[src/rtl/uart_boot_loader_pkg.sv]
// Shared constants for the UART boot loader: sync byte, one-hot FSM encoding,
// UART framing and a helper that turns a word index into a byte address.
package uart_boot_loader_pkg;

  localparam logic [7:0] SYNC_BYTE = 8'hA5;

  localparam int DATA_BITS = 8;
  localparam int STOP_BITS = 1;

  typedef logic [6:0] state_t;

  localparam state_t ST_IDLE = 7'b0000001;
  localparam state_t ST_LEN0 = 7'b0000010;
  localparam state_t ST_LEN1 = 7'b0000100;
  localparam state_t ST_DATA = 7'b0001000;
  localparam state_t ST_CSUM = 7'b0010000;
  localparam state_t ST_DONE = 7'b0100000;
  localparam state_t ST_ERR  = 7'b1000000;

  // States in which a transfer is in flight (timeout and framing errors apply).
  localparam state_t ST_ACTIVE_MASK = ST_LEN0 | ST_LEN1 | ST_DATA | ST_CSUM;

  function automatic logic [31:0] word_addr(input logic [15:0] idx);
    return {14'd0, idx, 2'b00};
  endfunction

endpackage

[src/rtl/uart_boot_loader_uart_rx_byte.sv]
// 8N1 UART byte receiver: 2-FF synchronizer, glitch-filtered start detection,
// mid-bit sampling and stop-bit framing check.
module uart_rx_byte
  import uart_boot_loader_pkg::*;
#(
  parameter int DIV = 434
) (
  input  logic       clk,
  input  logic       rst,
  input  logic       rx,
  output logic       byte_valid,
  output logic [7:0] rx_byte,
  output logic       frame_err
);

  localparam int CNT_W = $clog2(DIV + 1);
  localparam logic [CNT_W-1:0] HALF_LAST = CNT_W'(DIV / 2 - 1);
  localparam logic [CNT_W-1:0] DIV_LAST  = CNT_W'(DIV - 1);
  localparam logic [2:0]       BIT_LAST  = 3'(DATA_BITS - 1);

  localparam logic [1:0] RX_IDLE  = 2'd0;
  localparam logic [1:0] RX_START = 2'd1;
  localparam logic [1:0] RX_DATA  = 2'd2;
  localparam logic [1:0] RX_STOP  = 2'd3;

  logic             meta_reg;
  logic             sync_reg;
  logic             prev_reg;
  logic [1:0]       rx_state_reg;
  logic [CNT_W-1:0] cnt_reg;
  logic [2:0]       bit_reg;
  logic [7:0]       shift_reg;
  logic             valid_reg;
  logic             ferr_reg;

  always_ff @(posedge clk) begin
    if (!rst) begin
      meta_reg     <= 1'b1;
      sync_reg     <= 1'b1;
      prev_reg     <= 1'b1;
      rx_state_reg <= RX_IDLE;
      cnt_reg      <= '0;
      bit_reg      <= '0;
      shift_reg    <= '0;
      valid_reg    <= 1'b0;
      ferr_reg     <= 1'b0;
    end else begin
      meta_reg  <= rx;
      sync_reg  <= meta_reg;
      prev_reg  <= sync_reg;
      valid_reg <= 1'b0;
      ferr_reg  <= 1'b0;
      case (rx_state_reg)
        RX_IDLE: begin
          if (prev_reg && !sync_reg) begin
            rx_state_reg <= RX_START;
            cnt_reg      <= '0;
          end
        end
        RX_START: begin
          // A line that is high again at mid start bit was only a glitch.
          if (cnt_reg == HALF_LAST) begin
            cnt_reg <= '0;
            if (sync_reg) begin
              rx_state_reg <= RX_IDLE;
            end else begin
              rx_state_reg <= RX_DATA;
              bit_reg      <= '0;
            end
          end else begin
            cnt_reg <= cnt_reg + 1'b1;
          end
        end
        RX_DATA: begin
          if (cnt_reg == DIV_LAST) begin
            cnt_reg   <= '0;
            shift_reg <= {sync_reg, shift_reg[7:1]};
            if (bit_reg == BIT_LAST) begin
              rx_state_reg <= RX_STOP;
            end else begin
              bit_reg <= bit_reg + 1'b1;
            end
          end else begin
            cnt_reg <= cnt_reg + 1'b1;
          end
        end
        RX_STOP: begin
          if (cnt_reg == DIV_LAST) begin
            cnt_reg      <= '0;
            rx_state_reg <= RX_IDLE;
            if (sync_reg) begin
              valid_reg <= 1'b1;
            end else begin
              ferr_reg <= 1'b1;
            end
          end else begin
            cnt_reg <= cnt_reg + 1'b1;
          end
        end
        default: rx_state_reg <= RX_IDLE;
      endcase
    end
  end

  assign byte_valid = valid_reg;
  assign frame_err  = ferr_reg;
  assign rx_byte    = shift_reg;

endmodule

[src/rtl/uart_boot_loader.sv]
// Boot loader: receives a framed firmware image over UART, writes it into
// instruction memory, verifies the checksum and then releases the core.
module uart_boot_loader
  import uart_boot_loader_pkg::*;
#(
  parameter int CLK_FREQ       = 50000000,
  parameter int BAUD           = 115200,
  parameter int IMEM_WORDS     = 1024,
  parameter int TIMEOUT_CYCLES = 1000000
) (
  input  logic        clk,
  input  logic        rst,
  input  logic        uart_rx,
  output logic        imem_we,
  output logic [31:0] imem_addr,
  output logic [31:0] imem_wdata,
  output logic [3:0]  imem_mask,
  output logic        core_rst_n,
  output logic        boot_done,
  output logic        boot_err
);

  localparam int DIV   = CLK_FREQ / BAUD;
  localparam int GAP_W = $clog2(TIMEOUT_CYCLES + 1);
  localparam logic [GAP_W-1:0] GAP_LAST  = GAP_W'(TIMEOUT_CYCLES - 1);
  localparam logic [16:0]      MAX_WORDS = 17'(IMEM_WORDS);

  logic       byte_valid;
  logic [7:0] rx_byte;
  logic       frame_err;

  uart_rx_byte #(
    .DIV(DIV)
  ) u_rx (
    .clk       (clk),
    .rst       (rst),
    .rx        (uart_rx),
    .byte_valid(byte_valid),
    .rx_byte   (rx_byte),
    .frame_err (frame_err)
  );

  state_t           state_reg, state_next;
  logic [15:0]      len_reg, len_next;
  logic [15:0]      idx_reg, idx_next;
  logic [7:0]       sum_reg, sum_next;
  logic [31:0]      word_reg, word_next;
  logic [1:0]       lane_reg, lane_next;
  logic [GAP_W-1:0] gap_reg, gap_next;
  logic             we_reg, we_next;
  logic [31:0]      addr_reg, addr_next;
  logic [31:0]      wdata_reg, wdata_next;
  logic [3:0]       mask_reg, mask_next;

  logic        active;
  logic        timeout;
  logic [15:0] len_rx;

  // Each incoming data byte lands in the lane selected by lane_reg (LSB first).
  for (genvar gi = 0; gi < 4; gi++) begin : g_lane
    assign word_next[8*gi +: 8] =
      (state_reg == ST_DATA && byte_valid && lane_reg == 2'(gi)) ? rx_byte
                                                                 : word_reg[8*gi +: 8];
  end

  assign active  = |(state_reg & ST_ACTIVE_MASK);
  assign timeout = active && !byte_valid && (gap_reg == GAP_LAST);
  assign len_rx  = {rx_byte, len_reg[7:0]};

  always_comb begin
    state_next = state_reg;
    len_next   = len_reg;
    idx_next   = idx_reg;
    sum_next   = sum_reg;
    lane_next  = lane_reg;
    gap_next   = '0;
    we_next    = 1'b0;
    mask_next  = 4'h0;
    addr_next  = addr_reg;
    wdata_next = wdata_reg;

    if (active && !byte_valid) begin
      gap_next = gap_reg + 1'b1;
    end

    case (state_reg)
      ST_IDLE, ST_ERR: begin
        if (byte_valid && rx_byte == SYNC_BYTE) begin
          state_next = ST_LEN0;
          sum_next   = '0;
          idx_next   = '0;
          lane_next  = '0;
        end
      end
      ST_LEN0: begin
        if (byte_valid) begin
          len_next[7:0] = rx_byte;
          state_next    = ST_LEN1;
        end
      end
      ST_LEN1: begin
        if (byte_valid) begin
          len_next = len_rx;
          if ({1'b0, len_rx} > MAX_WORDS) begin
            state_next = ST_ERR;
          end else if (len_rx == 16'd0) begin
            state_next = ST_CSUM;
          end else begin
            state_next = ST_DATA;
          end
        end
      end
      ST_DATA: begin
        if (byte_valid) begin
          sum_next  = sum_reg + rx_byte;
          lane_next = lane_reg + 1'b1;
          if (lane_reg == 2'd3) begin
            we_next    = 1'b1;
            mask_next  = 4'hF;
            addr_next  = word_addr(idx_reg);
            wdata_next = word_next;
            idx_next   = idx_reg + 16'd1;
            if (idx_reg + 16'd1 == len_reg) begin
              state_next = ST_CSUM;
            end
          end
        end
      end
      ST_CSUM: begin
        if (byte_valid) begin
          state_next = (rx_byte == sum_reg) ? ST_DONE : ST_ERR;
        end
      end
      default: ;
    endcase

    // A received byte always wins over a coincident timeout.
    if (active && !byte_valid && (frame_err || timeout)) begin
      state_next = ST_ERR;
    end
  end

  always_ff @(posedge clk) begin
    if (!rst) begin
      state_reg <= ST_IDLE;
      len_reg   <= '0;
      idx_reg   <= '0;
      sum_reg   <= '0;
      word_reg  <= '0;
      lane_reg  <= '0;
      gap_reg   <= '0;
      we_reg    <= 1'b0;
      addr_reg  <= '0;
      wdata_reg <= '0;
      mask_reg  <= 4'h0;
    end else begin
      state_reg <= state_next;
      len_reg   <= len_next;
      idx_reg   <= idx_next;
      sum_reg   <= sum_next;
      word_reg  <= word_next;
      lane_reg  <= lane_next;
      gap_reg   <= gap_next;
      we_reg    <= we_next;
      addr_reg  <= addr_next;
      wdata_reg <= wdata_next;
      mask_reg  <= mask_next;
    end
  end

  assign imem_we    = we_reg;
  assign imem_addr  = addr_reg;
  assign imem_wdata = wdata_reg;
  assign imem_mask  = mask_reg;
  assign boot_done  = (state_reg == ST_DONE);
  assign core_rst_n = (state_reg == ST_DONE);
  assign boot_err   = (state_reg == ST_ERR);

endmodule

[config.mk]
export PLATFORM = sky130hd
export DESIGN_NAME = uart_boot_loader
export DESIGN_NICKNAME = d
export VERILOG_FILES = /design/src/rtl/uart_boot_loader_pkg.sv /design/src/rtl/uart_boot_loader_uart_rx_byte.sv /design/src/rtl/uart_boot_loader.sv
export SDC_FILE = /design/constraint.sdc
export NUM_CORES = 1
export LEC_CHECK = 0
export ABC_AREA = 0
export BUFFER_PORTS_ARGS = -buffer_cell sky130_fd_sc_hd__buf_2
export CORE_MARGIN = 5
export CORE_UTILIZATION = 48
export DETAILED_ROUTE_END_ITERATION = 8
export GPL_TIMING_DRIVEN = 1
export PLACE_DENSITY = 0.72
export SLEW_MARGIN = 20
export SYNTH_ARGS = -nofsm -noshare
export SYNTH_HDL_FRONTEND = slang
export SYNTH_SLANG_ARGS = --single-unit
[constraint.sdc]
create_clock -name clk -period 5.7 [get_ports clk]
set_input_delay 0.855 -clock clk [delete_from_list [all_inputs] [get_ports clk]]
set_output_delay 0.855 -clock clk [all_outputs]
set_load 0.02 [all_outputs]
Word level (Yosys, flattened, before mapping) --
Cells that the tools add are included.
Word-level totals: register bits after elaboration 181, input port bits 3, logic and storage cells 157, output and inout port bits 72
Operators by class: reductions and logical operators 37, equal/unequal tests 41, add/subtract/negate cells 6, bitwise logic cells 2, mux-type cells 48, order comparisons 1
Operator list (number):
- $mux W7 | 10
- $mux W8 | 7
- $mux W16 | 3
- $pmux W7 S5 | 1
- $pmux W16 S2 | 1
- $pmux W8 S2 | 2
- $mux W9 | 3
- $pmux W9 S3 | 1
- $ne A2 B1 Y1 const B | 11
- $add A20 B1 Y20 const B | 1
- $eq A20 B20 Y1 const B | 1
- $add A16 B1 Y16 const B | 1
- $eq A16 B16 Y1 | 1
- $gt A16 B11 Y1 const B | 1
- $logic_not A16 Y1 | 1
- $mux W2 | 8
- $reduce_and A8 Y1 | 2
- $reduce_and A3 Y1 | 5
- $mux W3 | 4
- $logic_and A1 B1 Y1 | 10
- $reduce_and A5 Y1 | 2
- $add A9 B1 Y9 const B | 1
- $eq A9 B8 Y1 const B | 1
- $eq A9 B9 Y1 const B | 1
- 36 further kinds | 56

Logic depth before layout (Yosys ltp) --
Gate-level depths: netlist of run 1.
depth after elaboration 7, mapped depth 10, gate-level depth less buffers 9

By module --
Synthesis of run 1 repeated with hierarchy kept, for this count alone.
Unflattened totals: cells, all modules 916, area total of the unflattened synthesis 8189.1 µm²
By module, submodules not included:
- uart_boot_loader | seq. area each 2842.7 µm², area each 6867.8 µm², instances 1, cells an instance 777
- uart_rx_byte | seq. area each 540.5 µm², area each 1321.3 µm², instances 1, cells an instance 139

Worst setup path before layout of run 1 --
No wires, ideal clock.
path type reg2out, start point register state_reg[4], end point output core_rst_n, arrival time 1910 ps, path slack 2935 ps, buffers on the path 2, cell stages (with the launch flop) 5, required time 4845 ps, cell sequence dfxtp_1 > buf_6 > or4_4 > nor4_1 > buf_4
Between the ends: longest elaborated chain between the ends 1
RTL lines:
- start, declared | line uart_boot_loader.sv:43 | state_t state_reg, state_next;
- start signal, assigned | line uart_boot_loader.sv:157 | state_reg <= state_next;
- $eq A7 B6 Y1
- end, declared | line uart_boot_loader.sv:18 | output logic core_rst_n,
No other way between the ends.

Worst setup path after layout of run 1 --
start point register state_reg[4], end point register wdata_reg[10] (netlist: imem_wdata[10])
Between the ends: longest elaborated chain between the ends 4, elaborated cells between the ends (all ways) 5, classes of those cells eq/ne (1); mux (1); reduce/logical (3)
RTL lines:
- $eq A7 B4 Y1 * | line uart_boot_loader.sv:62, uart_boot_loader.sv:86
- $logic_and A1 B1 Y1 (2 in a row) | line uart_boot_loader.sv:62 | (state_reg == ST_DATA && byte_valid && lane_reg == 2'(gi)) ? rx_byte
- $mux W8 | line uart_boot_loader.sv:62
- end signal, assigned | line uart_boot_loader.sv:166 | wdata_reg <= wdata_next;
- end, declared | line uart_boot_loader.sv:52 | logic [31:0] wdata_reg, wdata_next;
Every way passes the cells marked *; elsewhere a longest branch is shown, timed or not. A chain may end at the register's enable or synchronous reset.

==> metrics.md, run 1 <==
| Metric | Value |
|---|---|
| Status | finished clean |
| Initial Utilization | 0.4866 |
| # hold bufs at CTS | 0 |
| Initial DRC count | 436 |
| RSZ-0062 raised after global routing | false |
| Clock sinks | 169 |
| Die Wd | 139.2 um |
| Fin. Hold Viols | 0 |
| Multi-input gate area | 4204 sq um |
| VDD IR-drop max | 0.2315 mV |
| Syn_area_per_cell | 8.804 sq um |
| Top-count cell post-synth | dfxtp_1 |
| Adder-Cell Fraction of Synth Area | 0.03061 |
| Min Tclk post-route | 3.225 ns |
| Hold WS | 0.4084 ns |
| All-Layer GR Usage | 0.1807 |
| Cells taking the most area after synthesis | dfxtp_1, mux2i_1, nand2_1 |
| Post-synth ARST share | 0 |
| Die area | 19370 sq um |
| Post-synthesis xor/xnor area fraction | 0.05357 |
| Endpoint class of the critical path | flop |
| CP Data Required Time | 6.04 ns |
| Initial antenna violation count | 0 |
| Predominant post-synthesis flop cell | dfxtp_1 |
| Slew headroom | 0.4243 |
| Root buf cell | clkbuf_16 |
| RePlAce Congestion | 0.9044 |
| CP Launch Type | flop |
| Synth warnings | 0 |
| CORE AREA | 16470 sq um |
| Post_cts resized | 0 |
| Synthesized cell area | 8011 sq um |
| Largest family of logic cells by synthesized area | simple AND/OR/NAND/NOR gates |
| Layout area overhead | 10.84% |
| Seq/Total Area, Yosys | 0.4223 |
| Chip height | 139.2 um |
| Setup violators final | 0 |
| CP Data Arrival Time | 3.56 ns |
| Filler Cell Count | 1523 |
| Largest net degree at the start of global routing | 67 |
| Final ANT Viol Nets | 0 |
| Max-slew violation count | 0 |
| Clk Latency, worst-skew pair | 0.44 ns |
| Synth top area share | 0.4223 |
| Share of layout cells above drive strength 1 | 0.1163 |
| # IOs | 75 |
| Port Buffer Count | 58 |
| Part of the cycle the worst path needs | 0.5657 |
| Worst-path clk slew | 0.07 ns |
| Ant diodes | 0 |
| FP Rows | 47 |
| Post-synthesis simple-gate area fraction | 0.2313 |
| Crit Path Max Fanout | 46 |
| Vias in the first global route | 5851 |
| Synth unique cells | 68 |
| Number of synthesized flops with an enable pin | 0 |
| HPWL after DPL | 11350 um |
| Critical path type | flop to flop |
| DRC viols | 0 |
| Syn Inst Count | 910 |
| Final setup TNS | 0 ns |
| Yosys reg bits | 169 |
| Worst Tran Pin Value | 0.8635 ns |
| Post-synthesis mux area share | 0.06513 |
| Via density | 5.349 |
| CTS tree | built |
| Hold crit path type | flop to flop |
| TritonCTS buffer count | 17 |
| Clk_skew | 0.01048 ns |
| Nets@finish | 946 |
| Routed WL | 17390 um |
| Number of buffers added for setup after CTS | 0 |
| Via count | 6189 |
| Drt pass-1 iters | 4 |
| First-pass GRT wire length | 29250 um |
| Cell taking the most area after synthesis | dfxtp_1 |
| Max reg flops | 32 |
| CTS Buffer Depth | 2 |
| Synth Area in Compound Gates | 0.1362 |
| Leak | 3.838 nW |
| CTS H-Tree Depth | 4 |
| Max Clock Freq | 310.1 MHz |
| Total gr overflow | 0 |
| Routed WL per cell | 15.03 um |
| Top cells by count, synth | dfxtp_1, nand2_1, nor2_1 |
| PwrDens | 294.9 nW/um^2 |
| Register area | 3383 sq um |
| Max_cap viols | 0 |
## stage by stage
| step | power, mW | util | setup WS [ns] | cell area [sq um] | cells |
|---|---|---|---|---|---|
| 6_report | 2.619 | 0.5393 | 2.475 | 8880 | 1157 |
| 5_1_grt | 2.714 | 0.5393 | 2.093 | 8880 | 1157 |
| 4_1_cts | 2.640 | 0.5393 | 2.471 | 8880 | 1157 |
| 3_5_place_dp | 1.427 | 0.5011 | 2.474 | 8250 | 1125 |
| 3_3_place_gp | 1.427 | 0.5009 | 2.578 | 8248 | 1125 |
| 2_1_floorplan | 1.405 | - | 2.935 | 8068 | 925 |
## path summary, 6_finish.rpt
path	from	end	slack, ns	depth (start not counted)
max	state_reg[4]	imem_wdata[10]	2.48	6
min	u_rx.meta_reg	u_rx.sync_reg	0.41	1
max reg2reg	state_reg[4]	imem_wdata[10]	2.48	6
min reg2reg	u_rx.meta_reg	u_rx.sync_reg	0.41	1
## cell usage in the layout (no fill, tap or decap), drive strengths merged, types with 16 or more instances in the layout
cell type,n
a21boi,27
a21oi,31
buf,62
clkbuf,17
conb,16
dfxtp,169
ha,18
inv,25
mux2i,51
nand2,114
nand3,22
nor2,89
nor2b,31
nor3,22
o211a,26
o21ai,26
xnor2,31
xor2,18
## power by group
part           total, mW  internal (mW)  switching (mW)
logic              0.191         0.0776           0.114
registers           1.21           1.19          0.0185
clock network       1.22          0.674           0.542
total               2.62           1.94           0.674
## layout make-up
| class | count | area share |
|---|---|---|
| well taps | 220 | 0.03100 |
| clock buffers | 17 | 0.04791 |
| repair buffers | 62 | 0.03607 |
| clock inverters | 15 | 0.02297 |
| flip-flops and latches | 169 | 0.3810 |
| inverters | 18 | 0.007609 |
| multi-input cells | 656 | 0.4734 |
## kinds of logic (layout without fill, tap and decap cells)
group | after synthesis | count (layout)
flip-flops | 169 | 169
XOR/XNOR | 49 | 49
other | 1 | 16
multiplexers | 52 | 52
buffers and inverters | 100 | 112
AND/OR/NAND/NOR | 367 | 367
adder cells (fa/ha/maj) | 19 | 19
AO/OA/AOI/OAI | 153 | 153
## metal layers
layer	global-route usage	wire [um]	up-vias
li1	-	-	3140
met1	0.2347	8191	2881
met2	0.2935	7967	138
met3	0.04172	836	30
met4	0.06849	392	0
met5	0	0	-
## critical path, stage by stage, from the launching register on
cell and delay [ns]:
dfxtp_1 0.39, or4b_1 0.56, nor3_2 0.62, and2_2 0.85, buf_4 0.45, nand2_1 0.10
o211a_1 0.13
Power figures use the tool's default switching activity.
==> inputs of run 2 (changes only) <==
--- a/config.mk
+++ b/config.mk
@@ -11,7 +11,7 @@
 export CORE_UTILIZATION = 48
 export DETAILED_ROUTE_END_ITERATION = 8
 export GPL_TIMING_DRIVEN = 1
-export PLACE_DENSITY = 0.72
+export PLACE_DENSITY = 0.74
 export SLEW_MARGIN = 20
 export SYNTH_ARGS = -nofsm -noshare
 export SYNTH_HDL_FRONTEND = slang
==> constraint.sdc (replaced) <==
create_clock -name clk -period 2.9 [get_ports clk]
set_input_delay 0.435 -clock clk [delete_from_list [all_inputs] [get_ports clk]]
set_output_delay 0.435 -clock clk [all_outputs]
set_load 0.02 [all_outputs]
==> run 2 against run 1 <==
Net effect:
- flip-flop and latch count unchanged
- first-iteration DRC count decreased by 19%
- utilization rose by 0.96 points
- clock skew is 0.0041 ns lower
- sequential share of layout area shrank 0.67 points
- non-clock buffer count is 19 higher
- via count rose by 0.31%
- clock power up 91%
- critical endpoint is now state_reg[6]
- largest power group is now registers
==> metrics.md, run 2 (same netlist as run 1, synthesis figures left out) <==
| Metric | Value |
|---|---|
| Clock sinks | 169 |
| Total gr overflow | 0 |
| # IOs | 75 |
| Clk_skew | 0.006431 ns |
| Final ANT Viol Nets | 0 |
| Initial antenna violation count | 0 |
| Final Power | 5.107 mW |
| Port Buffer Count | 58 |
| Die area | 19370 sq um |
| Nets@finish | 965 |
| FP Rows | 47 |
| Layout Cells excl Fill | 1176 |
| Highest-count cells in the layout ignoring fill and taps | dfxtp_1, nand2_1, nor2_1, buf_2, mux2i_1 |
| PwrDens | 565.0 nW/um^2 |
| Critical hold path startpoint | uart_rx |
| Chip height | 139.2 um |
| Ant diodes | 0 |
| Critical path type | flop to flop |
| Hold crit path type | input port to flop |
| Clk Latency, worst-skew pair | 0.43 ns |
| Post_cts resized | 0 |
| CORE AREA | 16470 sq um |
| Worst Tran Pin Value | 0.7611 ns |
| HPWL after DPL | 11750 um |
| Routed WL | 17400 um |
| Share of layout cells above drive strength 1 | 0.1297 |
| Number of buffers added for setup after CTS | 0 |
| Die Wd | 139.2 um |
| Vias in the first global route | 5744 |
| Max-slew violation count | 0 |
| Via density | 5.279 |
| CP Data Arrival Time | 3.02 ns |
| # hold bufs at CTS | 0 |
| Via count | 6208 |
| CTS Buffer Depth | 2 |
| RSZ-0062 raised after global routing | false |
| VDD IR-drop max | 0.4207 mV |
| Min Tclk post-route | 2.650 ns |
| Largest net degree at the start of global routing | 103 |
| DRC viols | 0 |
| Routed WL per cell | 14.79 um |
| All-Layer GR Usage | 0.1796 |
| Leak | 3.924 nW |
| Drt pass-1 iters | 4 |
| Status | finished clean |
| Crit Path Max Fanout | 8 |
| Setup violators final | 0 |
| Root buf cell | clkbuf_16 |
| Fin. Hold Viols | 0 |
| Worst-path clk slew | 0.06 ns |
| Placed Cells | 1144 |
| Endpoint class of the critical path | flop |
| Initial DRC count | 354 |
| Initial Utilization | 0.4866 |
| Max reg flops | 32 |
| CP Launch Type | flop |
| Layout area overhead | 12.82% |
| First-pass GRT wire length | 28960 um |
| Max Clock Freq | 377.4 MHz |
| Commonest non-fill, non-tap cell in the layout | dfxtp_1 |
| Part of the cycle the worst path needs | 0.9136 |
| R2R Setup Slk | 0.25 ns |
| Final setup TNS | 0 ns |
| TritonCTS buffer count | 17 |
| Slew headroom | 0.4913 |
| RePlAce Congestion | 0.8348 |
| CTS H-Tree Depth | 4 |
| CTS tree | built |
| RR Startpoint | idx_reg[0] |
| Max_cap viols | 0 |
| CP startpoint | idx_reg[0] |
| CP Data Required Time | 3.27 ns |
==> run 2: final timing paths <==
check / depth (start not counted) / endpoint
max: 9 / state_reg[6]
min: 2 / u_rx.meta_reg
max reg2reg: 9 / state_reg[6]
min reg2reg: 1 / u_rx.sync_reg
==> run 2: per-stage QoR <==
| stage | instance area, sq um | utilization | hold WS [ns] | setup slack (ns) |
|---|---|---|---|---|
| final | 9039 | 0.5489 | 0.1890 | 0.2505 |
| after global routing | 9039 | 0.5489 | 0.2237 | 0.01890 |
| after CTS | 9032 | 0.5486 | 0.1753 | 0.2057 |
| after detailed placement | 8428 | 0.5119 | 0.3957 | 0.2601 |
| after global placement | 8428 | 0.5119 | 0.3922 | 0.3926 |
| after floorplan | 8068 | - | 0.3863 | 0.5550 |
==> run 2: final cells by class <==
class | instances | area (sq um)
Fill cell | 1482 | 7427
Multi-Input combinational cell | 656 | 4208
Sequential cell | 169 | 3383
Timing Repair Buffer | 81 | 500.5
Clock buffer | 23 | 467.9
Tap cell | 220 | 275.3
Clock inverter | 9 | 136.4
Inverter | 18 | 67.56
==> run 2: where the power goes <==
part | internal [mW] | total, mW | switching, mW
Sequential | 2.35 | 2.39 | 0.0429
Clock | 1.41 | 2.33 | 0.923
Combinational | 0.158 | 0.386 | 0.228
==> run 2: metal layers <==
metal  track usage  vias up  routed length, um
met5             0        -                  0
met4       0.05046        0                252
met3       0.04103       22                774
met2        0.2928      134               7982
met1        0.2403     2881               8388
li1              -     3171                  -
==> run 2: worst max-delay path, stage by stage (launching register included) <==
cell	delay (ns)
dfxtp_1	0.47
ha_1	0.36
nand3_1	0.17
buf_4	0.19
nor2_1	0.37
xnor2_1	0.13
a311o_1	0.38
and4_1	0.18
o211ai_1	0.18
o211a_1	0.16
